$ cat src/rtl/aes_job_sequencer_pkg.sv
// Shared definitions for the AES-CTR job sequencer: register maps, status layout,
// job record and sequencer FSM states.
package aes_job_sequencer_pkg;

    // Host-side register map
    localparam logic [31:0] HOST_KEY0  = 32'h00;
    localparam logic [31:0] HOST_KEY1  = 32'h08;
    localparam logic [31:0] HOST_KEY2  = 32'h10;
    localparam logic [31:0] HOST_KEY3  = 32'h18;
    localparam logic [31:0] HOST_SRC   = 32'h20;
    localparam logic [31:0] HOST_DST   = 32'h28;
    localparam logic [31:0] HOST_PUSH  = 32'h30;
    localparam logic [31:0] HOST_CLEAR = 32'h48;

    // Engine-side register map
    localparam logic [31:0] ENG_KEY0    = 32'h00;
    localparam logic [31:0] ENG_KEY1    = 32'h08;
    localparam logic [31:0] ENG_KEY2    = 32'h10;
    localparam logic [31:0] ENG_KEY3    = 32'h18;
    localparam logic [31:0] ENG_SRC     = 32'h20;
    localparam logic [31:0] ENG_DST     = 32'h28;
    localparam logic [31:0] ENG_WORDS   = 32'h30;
    localparam logic [31:0] ENG_ID_CRED = 32'h38;
    localparam logic [31:0] ENG_OM_CRED = 32'h40;
    localparam logic [31:0] ENG_POLL    = 32'h00;

    localparam int ST_BUSY     = 0;
    localparam int ST_OVERFLOW = 1;
    localparam int ST_OCC_LO   = 8;
    localparam int ST_DONE_LO  = 32;

    // LOAD step indices: 0..3 key words, 4 src, 5 dst, 6/7 credits, 8 word count
    localparam logic [3:0] LOAD_SRC  = 4'd4;
    localparam logic [3:0] LOAD_LAST = 4'd8;

    typedef struct packed {
        logic [3:0][63:0] key;
        logic [63:0]      src;
        logic [63:0]      dst;
        logic [63:0]      words;
    } job_t;

    typedef enum logic [2:0] {
        S_IDLE,
        S_LOAD,
        S_POLL,
        S_WAIT,
        S_GAP,
        S_DONE
    } state_t;

    function automatic logic [31:0] load_addr(input logic [3:0] idx);
        case (idx)
            4'd0:    return ENG_KEY0;
            4'd1:    return ENG_KEY1;
            4'd2:    return ENG_KEY2;
            4'd3:    return ENG_KEY3;
            4'd4:    return ENG_SRC;
            4'd5:    return ENG_DST;
            4'd6:    return ENG_ID_CRED;
            4'd7:    return ENG_OM_CRED;
            default: return ENG_WORDS;
        endcase
    endfunction

endpackage

$ cat src/rtl/HullFIFO.sv
// Generic FIFO used for job queues. TYPE 0 is show-ahead (q is the head entry);
// any other TYPE registers q on rdreq. A write while full is accepted if a read happens.
module HullFIFO #(
    parameter int TYPE      = 0,
    parameter int WIDTH     = 32,
    parameter int LOG_DEPTH = 2
) (
    input  logic             clk,
    input  logic             rst,
    input  logic             wrreq,
    input  logic [WIDTH-1:0] data,
    output logic             full,
    output logic [WIDTH-1:0] q,
    output logic             empty,
    input  logic             rdreq
);
    logic [WIDTH-1:0]   mem [2**LOG_DEPTH];
    logic [LOG_DEPTH:0] wr_ptr, rd_ptr;
    logic               do_wr, do_rd;

    assign empty = (wr_ptr == rd_ptr);
    assign full  = (wr_ptr[LOG_DEPTH] != rd_ptr[LOG_DEPTH]) &&
                   (wr_ptr[LOG_DEPTH-1:0] == rd_ptr[LOG_DEPTH-1:0]);
    assign do_rd = rdreq && !empty;
    assign do_wr = wrreq && (!full || do_rd);

    always_ff @(posedge clk) begin
        if (rst) begin
            wr_ptr <= '0;
            rd_ptr <= '0;
        end else begin
            if (do_wr) wr_ptr <= wr_ptr + 1'b1;
            if (do_rd) rd_ptr <= rd_ptr + 1'b1;
        end
    end

    always_ff @(posedge clk) begin
        if (do_wr) mem[wr_ptr[LOG_DEPTH-1:0]] <= data;
    end

    generate
        if (TYPE == 0) begin : g_showahead
            assign q = mem[rd_ptr[LOG_DEPTH-1:0]];
        end else begin : g_registered
            always_ff @(posedge clk) begin
                if (rst)        q <= '0;
                else if (do_rd) q <= mem[rd_ptr[LOG_DEPTH-1:0]];
            end
        end
    endgenerate

endmodule

$ cat src/rtl/aes_job_sequencer.sv
// Host job queue in front of the AES-CTR engine: programs each job, polls until done.
// Optional key cache (skips key writes on repeat key) enabled by AES_SEQ_KEY_CACHE_EN.
module aes_job_sequencer #(
    parameter int LOG_JOBS   = 2,
    parameter int ID_CREDITS = 8,
    parameter int OM_CREDITS = 8,
    parameter int POLL_GAP   = 16
) (
    input  logic        clk,
    input  logic        rst,
    input  logic        host_req_valid,
    input  logic        host_req_isWrite,
    input  logic [31:0] host_req_addr,
    input  logic [63:0] host_req_data,
    output logic        host_resp_valid,
    output logic [63:0] host_resp_data,
    output logic        eng_req_valid,
    output logic        eng_req_isWrite,
    output logic [31:0] eng_req_addr,
    output logic [63:0] eng_req_data,
    input  logic        eng_resp_valid,
    input  logic [63:0] eng_resp_data
);
    import aes_job_sequencer_pkg::*;

    localparam int GAP_W = $clog2(POLL_GAP + 1);

    logic [3:0][63:0]  key_stage;
    logic [63:0]       src_stage, dst_stage;
    logic [LOG_JOBS:0] occ;
    logic              overflow;
    logic [31:0]       done_count;
    logic [63:0]       status;

    state_t            state, state_nx;
    logic [3:0]        idx, idx_nx;
    logic [GAP_W-1:0]  gap_cnt, gap_nx;

    job_t              push_job, head;
    logic              fifo_full, fifo_empty;
    logic              host_wr, push, clear, pop, accept, key_hit;

    assign host_wr = host_req_valid && host_req_isWrite;
    assign push    = host_wr && (host_req_addr == HOST_PUSH);
    assign clear   = host_wr && (host_req_addr == HOST_CLEAR);
    assign pop     = (state == S_DONE);
    // A pop frees a slot in the same cycle, so a push into a full queue still lands
    assign accept  = push && (!fifo_full || pop);

    always_comb begin
        push_job       = '0;
        push_job.key   = key_stage;
        push_job.src   = src_stage;
        push_job.dst   = dst_stage;
        push_job.words = host_req_data;
    end

    HullFIFO #(
        .TYPE      (0),
        .WIDTH     ($bits(job_t)),
        .LOG_DEPTH (LOG_JOBS)
    ) u_jobs (
        .clk   (clk),
        .rst   (rst),
        .wrreq (accept),
        .data  (push_job),
        .full  (fifo_full),
        .q     (head),
        .empty (fifo_empty),
        .rdreq (pop)
    );

    always_ff @(posedge clk) begin
        if (rst) begin
            key_stage <= '0;
            src_stage <= '0;
            dst_stage <= '0;
        end else if (host_wr) begin
            case (host_req_addr)
                HOST_KEY0: key_stage[0] <= host_req_data;
                HOST_KEY1: key_stage[1] <= host_req_data;
                HOST_KEY2: key_stage[2] <= host_req_data;
                HOST_KEY3: key_stage[3] <= host_req_data;
                HOST_SRC:  src_stage    <= host_req_data;
                HOST_DST:  dst_stage    <= host_req_data;
                default: ;
            endcase
        end
    end

    always_ff @(posedge clk) begin
        if (rst) begin
            occ        <= '0;
            overflow   <= 1'b0;
            done_count <= '0;
        end else begin
            if (accept && !pop)      occ <= occ + 1'b1;
            else if (!accept && pop) occ <= occ - 1'b1;
            if (push && !accept) overflow <= 1'b1;
            else if (clear)      overflow <= 1'b0;
            done_count <= (clear ? 32'd0 : done_count) + {31'd0, pop};
        end
    end

    always_comb begin
        status                      = '0;
        status[ST_BUSY]             = (state != S_IDLE);
        status[ST_OVERFLOW]         = overflow;
        status[ST_OCC_LO +: 8]      = 8'(occ);
        status[ST_DONE_LO +: 32]    = done_count;
    end

    // Status is captured in the request cycle and returned one cycle later
    always_ff @(posedge clk) begin
        if (rst) begin
            host_resp_valid <= 1'b0;
            host_resp_data  <= '0;
        end else begin
            host_resp_valid <= host_req_valid && !host_req_isWrite;
            host_resp_data  <= (host_req_valid && !host_req_isWrite) ? status : 64'd0;
        end
    end

`ifdef AES_SEQ_KEY_CACHE_EN
    logic [3:0][63:0] cache_key;
    logic             cache_valid;

    always_ff @(posedge clk) begin
        if (rst) begin
            cache_key   <= '0;
            cache_valid <= 1'b0;
        end else if (state == S_IDLE && !fifo_empty) begin
            cache_key   <= head.key;
            cache_valid <= 1'b1;
        end
    end

    assign key_hit = cache_valid && (cache_key == head.key);
`else
    assign key_hit = 1'b0;
`endif

    always_ff @(posedge clk) begin
        if (rst) begin
            state   <= S_IDLE;
            idx     <= '0;
            gap_cnt <= '0;
        end else begin
            state   <= state_nx;
            idx     <= idx_nx;
            gap_cnt <= gap_nx;
        end
    end

    always_comb begin
        state_nx        = state;
        idx_nx          = idx;
        gap_nx          = gap_cnt;
        eng_req_valid   = 1'b0;
        eng_req_isWrite = 1'b0;
        eng_req_addr    = '0;
        eng_req_data    = '0;
        case (state)
            S_IDLE: begin
                if (!fifo_empty) begin
                    state_nx = S_LOAD;
                    idx_nx   = key_hit ? LOAD_SRC : 4'd0;
                end
            end
            S_LOAD: begin
                eng_req_valid   = 1'b1;
                eng_req_isWrite = 1'b1;
                eng_req_addr    = load_addr(idx);
                case (idx)
                    4'd0, 4'd1, 4'd2, 4'd3: eng_req_data = head.key[idx[1:0]];
                    4'd4:    eng_req_data = head.src;
                    4'd5:    eng_req_data = head.dst;
                    4'd6:    eng_req_data = 64'(ID_CREDITS);
                    4'd7:    eng_req_data = 64'(OM_CREDITS);
                    default: eng_req_data = head.words;
                endcase
                if (idx == LOAD_LAST) state_nx = S_POLL;
                else                  idx_nx   = idx + 1'b1;
            end
            S_POLL: begin
                eng_req_valid = 1'b1;
                eng_req_addr  = ENG_POLL;
                state_nx      = S_WAIT;
            end
            S_WAIT: begin
                if (eng_resp_valid) begin
                    state_nx = (eng_resp_data == 64'd0) ? S_DONE : S_GAP;
                    gap_nx   = '0;
                end
            end
            S_GAP: begin
                if (gap_cnt == GAP_W'(POLL_GAP - 1)) state_nx = S_POLL;
                else                                 gap_nx   = gap_cnt + 1'b1;
            end
            S_DONE:  state_nx = S_IDLE;
            default: state_nx = S_IDLE;
        endcase
    end

endmodule

$ cat config.mk
export PLATFORM = sky130hd
export DESIGN_NAME = aes_job_sequencer
export DESIGN_NICKNAME = d
export VERILOG_FILES = /design/src/rtl/aes_job_sequencer_pkg.sv /design/src/rtl/HullFIFO.sv /design/src/rtl/aes_job_sequencer.sv
export SDC_FILE = /design/constraint.sdc
export NUM_CORES = 2
export LEC_CHECK = 0
export CAP_MARGIN = 20
export CORE_UTILIZATION = 35
export CTS_BUF_LIST = sky130_fd_sc_hd__clkbuf_8
export CTS_CLUSTER_SIZE = 28
export DETAILED_ROUTE_END_ITERATION = 10
export PLACE_DENSITY = 0.52
export SETUP_SLACK_MARGIN = 0.05
export SYNTH_ARGS = -nofsm -noshare
export SYNTH_HDL_FRONTEND = slang
export SYNTH_HIERARCHICAL = 1
export SYNTH_SLANG_ARGS = --single-unit
$ cat constraint.sdc
create_clock -name clk -period 18.67 [get_ports clk]
set_input_delay 3.734 -clock clk [delete_from_list [all_inputs] [get_ports clk]]
set_output_delay 3.734 -clock clk [all_outputs]
set_load 0.1 [all_outputs]
==> key figures <==
Critical path
  • CP Launch Type: register
  • Most common cell type on the critical path: buf_4
  • CP Cell Sequence: buf_4, buf_4, buf_4, mux4_2, mux4_2, a222oi_1, a211oi_1, clkdlybuf4s50_1
  • CP arrival: between 6000 and 7000 ps
  • CP endpoint kind: primary output
  • Slowest Stage Delay on Critical Path: 1060 ps
  • Buf/Inv on CP: 4
  • CP Max Fanout: 50
  • Slowest CP cell: clkdlybuf4s50_1
  • Worst path top cell family by delay: buffers and inverters
  • CP required: 14940 ps
  • Kind of critical path: register to primary output

STA
  • Slew headroom: 0.200
  • Setup tns final: 0 ps
  • Clock skew: 66.3 ps
  • Final Max Slew Viols: 0
  • Final hold violation count: 0
  • Period utilization: 0.559
  • Post-route minimum period: about 10000 ps
  • Fmax: approximately 96 MHz
  • Unrepaired setup endpoints after global routing: false
  • Setup Viol. Count Final: 0
  • Worst-Margin Slew: 1200 ps
  • WHS: between 400 and 500 ps

Clocking
  • Clk slew on worst S/H paths: 60 ps
  • CTS Hold Bufs: 0
  • Worst skew pair latency: 1050 ps
  • CTS tree: yes
  • Clk buf depth: 4
  • Inserted Clock Buffers: about 400
  • Post-CTS sizing: 0
  • Htree depth: 5
  • Root Buffer: clkbuf_8
  • Sink Count: between 2k and 2.5k
  • Post-CTS Setup Bufs: 0

Synth
  • Mapped cell area: between 0.08 and 0.09 mm^2
  • Dominant cell type by area after synthesis: edfxtp_1
  • Top post-synthesis cells by count: 1792 x edfxtp_1, 790 x nand2_1, 512 x mux4_2
  • Mapped Cells: between 4k and 5k
  • Synth Area in Simple Gates: 0.0547
  • Synth Area in Compound Gates: 0.0451
  • Post-synth EDFFs: 1792
  • Synth Area in XOR/XNOR: 0.00428
  • Flops & latches, synth: between 2k and 2.5k
  • Largest family of logic cells by synthesized area: multiplexers
  • Asr flop ratio synth: 0
  • Multiplexer share of the synthesized area: 0.134
  • Post-synthesis sequential area ratio: 0.728
  • Predominant post-synthesis flop cell: edfxtp_1
  • Unique masters post-synth: between 60 and 70
  • Synthesized area per cell: 17.9 um^2
  • Synth Area in Adders: 0.00267
  • Post-synth top area share: 0.618
  • Top-count cell post-synth: edfxtp_1
  • Syn. warnings: 6
  • Synth area leaders: edfxtp_1 62%, mux4_2 13%, dfxtp_1 11%

Pwr
  • P_int: roughly 8 mW
  • Psw: between 2 and 3 mW
  • Maximum vdd drop: ~0.000066 V
  • Switching share of total power: 0.243
  • Clk pwr share: 0.418
  • Leakage: 28.9 nW
  • Gate power share: 0.067
  • Reg power frac: 0.515
  • Pwr Density: 105 mW/mm^2

Detailed routing
  • ANT nets after route: 0
  • DRC: 0
  • Top Layer Used: met5
  • Via density: 5.05
  • Via count: approximately 45k
  • Met3 wire length: around 15000 um
  • Met1 Routed Length: approximately 93000 um
  • DRT Wirelength: 221000 um
  • Drt initial violations: between 3k and 4k
  • Drt pass-1 iters: 7
  • Routed length per instance: ~25 um
  • Met2 WL: 107000 um

Floorplanning
  • Die Wd: between 500 and 600 um
  • Rows: 182
  • Die height: roughly 500 um
  • Die area: 0.251 mm^2
  • Core area: between 0.2 and 0.25 mm^2
  • Io pins: around 330
  • Initial Utilization: 0.353

Job
  • Max-Cap Viols: 0

GRT
  • Total gr overflow: 0
  • Largest net degree at the start of global routing: roughly 130
  • Global-route wire length before repair: approximately 320000 um
  • All-Layer GR Usage: 0.175
  • Initial antenna violation count: 23
  • Vias in the first global route: between 40k and 50k

Finish
  • Fin nets: between 5k and 6k
  • Synth-to-layout area growth: 15.2%
  • Share of cells above drive strength 1: 0.239

Worst hold path
  • Class of the worst hold path: register to register

Outcome
  • Status: finished clean

Placed design
  • Dpl hpwl: 110000 um
  • Routability Congestion: between 0.7 and 0.8
  • Buffers on Ports: 272
==> cells by family after synthesis <==
| family | Yosys count |
|---|---|
| AND/OR/NAND/NOR | 1106 |
| buffers and inverters | 372 |
| XOR/XNOR | 40 |
| AO/OA/AOI/OAI | 542 |
| adder cells (fa/ha/maj) | 18 |
| flip-flops | 2274 |
| other | 1 |
| multiplexers | 523 |
==> routing by layer <==
layer,GRT usage,vias to the layer above
met5,0,-
met4,0.0537,20
met3,0.0418,384
met2,0.289,1393
met1,0.228,23620
li1,-,19925
==> worst paths after layout <==
kind | start | end | slack [ps] | cells after the start
setup / recovery | register | eng_req_data[16] | 8230 | 8
hold / removal | key_stage[93] | u_jobs/mem[2][285] | 460 | 0
setup reg to reg | state[0] | u_jobs/mem[2][335] | 13210 | 9
hold reg to reg | key_stage[93] | u_jobs/mem[2][285] | 460 | 0
==> flip-flops by register name, summed over array words and instances (netlist names), named ones only <==
name	count
done_count	32
dst_stage	64
gap_cnt	5
host_resp_data	37
host_resp_valid	1
idx	4
key_stage	256
occ	3
overflow	1
src_stage	64
state	3
u_jobs/mem	1792
u_jobs/rd_ptr	3
u_jobs/wr_ptr	3
==> power by group through the flow <==
stage	logic, mW	clock network [mW]	registers, mW
after floorplan	0.464	0	5.51
after global placement	0.691	0	5.51
after detailed placement	0.712	0	5.51
after CTS	0.714	4.51	5.41
after global routing	0.722	4.73	5.40
final	0.702	4.38	5.41
==> placed cells by master (no fill, tap or decap), types with 20 or more instances in the layout <==
master	instances
edfxtp_1	1792
nand2_1	790
mux4_2	512
dfxtp_1	478
clkbuf_8	462
clkdlybuf4s50_1	271
a21oi_1	214
a21oi_2	180
inv_1	161
nor2_1	128
buf_4	70
a222oi_1	62
a211oi_1	62
conb_1	55
clkinv_1	48
and2_1	37
clkinv_2	36
xnor2_1	26
nor4_1	25
buf_12	20
==> layout make-up <==
cell class / count / area (um^2)
Fill cell: 22245 / 146000
Sequential cell: 2274 / 63500
Multi-Input combinational cell: 2284 / 21200
Clock buffer: 462 / 6360
Tap cell: 3312 / 4140
Timing Repair Buffer: 365 / 3740
Clock inverter: 249 / 1350
Inverter: 20 / 77.6
Antenna cell: 5 / 12.5
==> stage by stage <==
stage          cells  setup WS [ps]  cell area [um^2]  power [mW]   util
2_1_floorplan   4930           2250             87300        5.97      -
3_3_place_gp    8246           8460             92400        6.20  0.375
3_5_place_dp    8253           8490             92600        6.23  0.375
4_1_cts         8964           7900            100000        10.6  0.407
5_1_grt         8968           7950            100000        10.9  0.407
6_report        8971           8230            100000        10.5  0.407
Note: power is estimated with default switching activity, not from simulation.
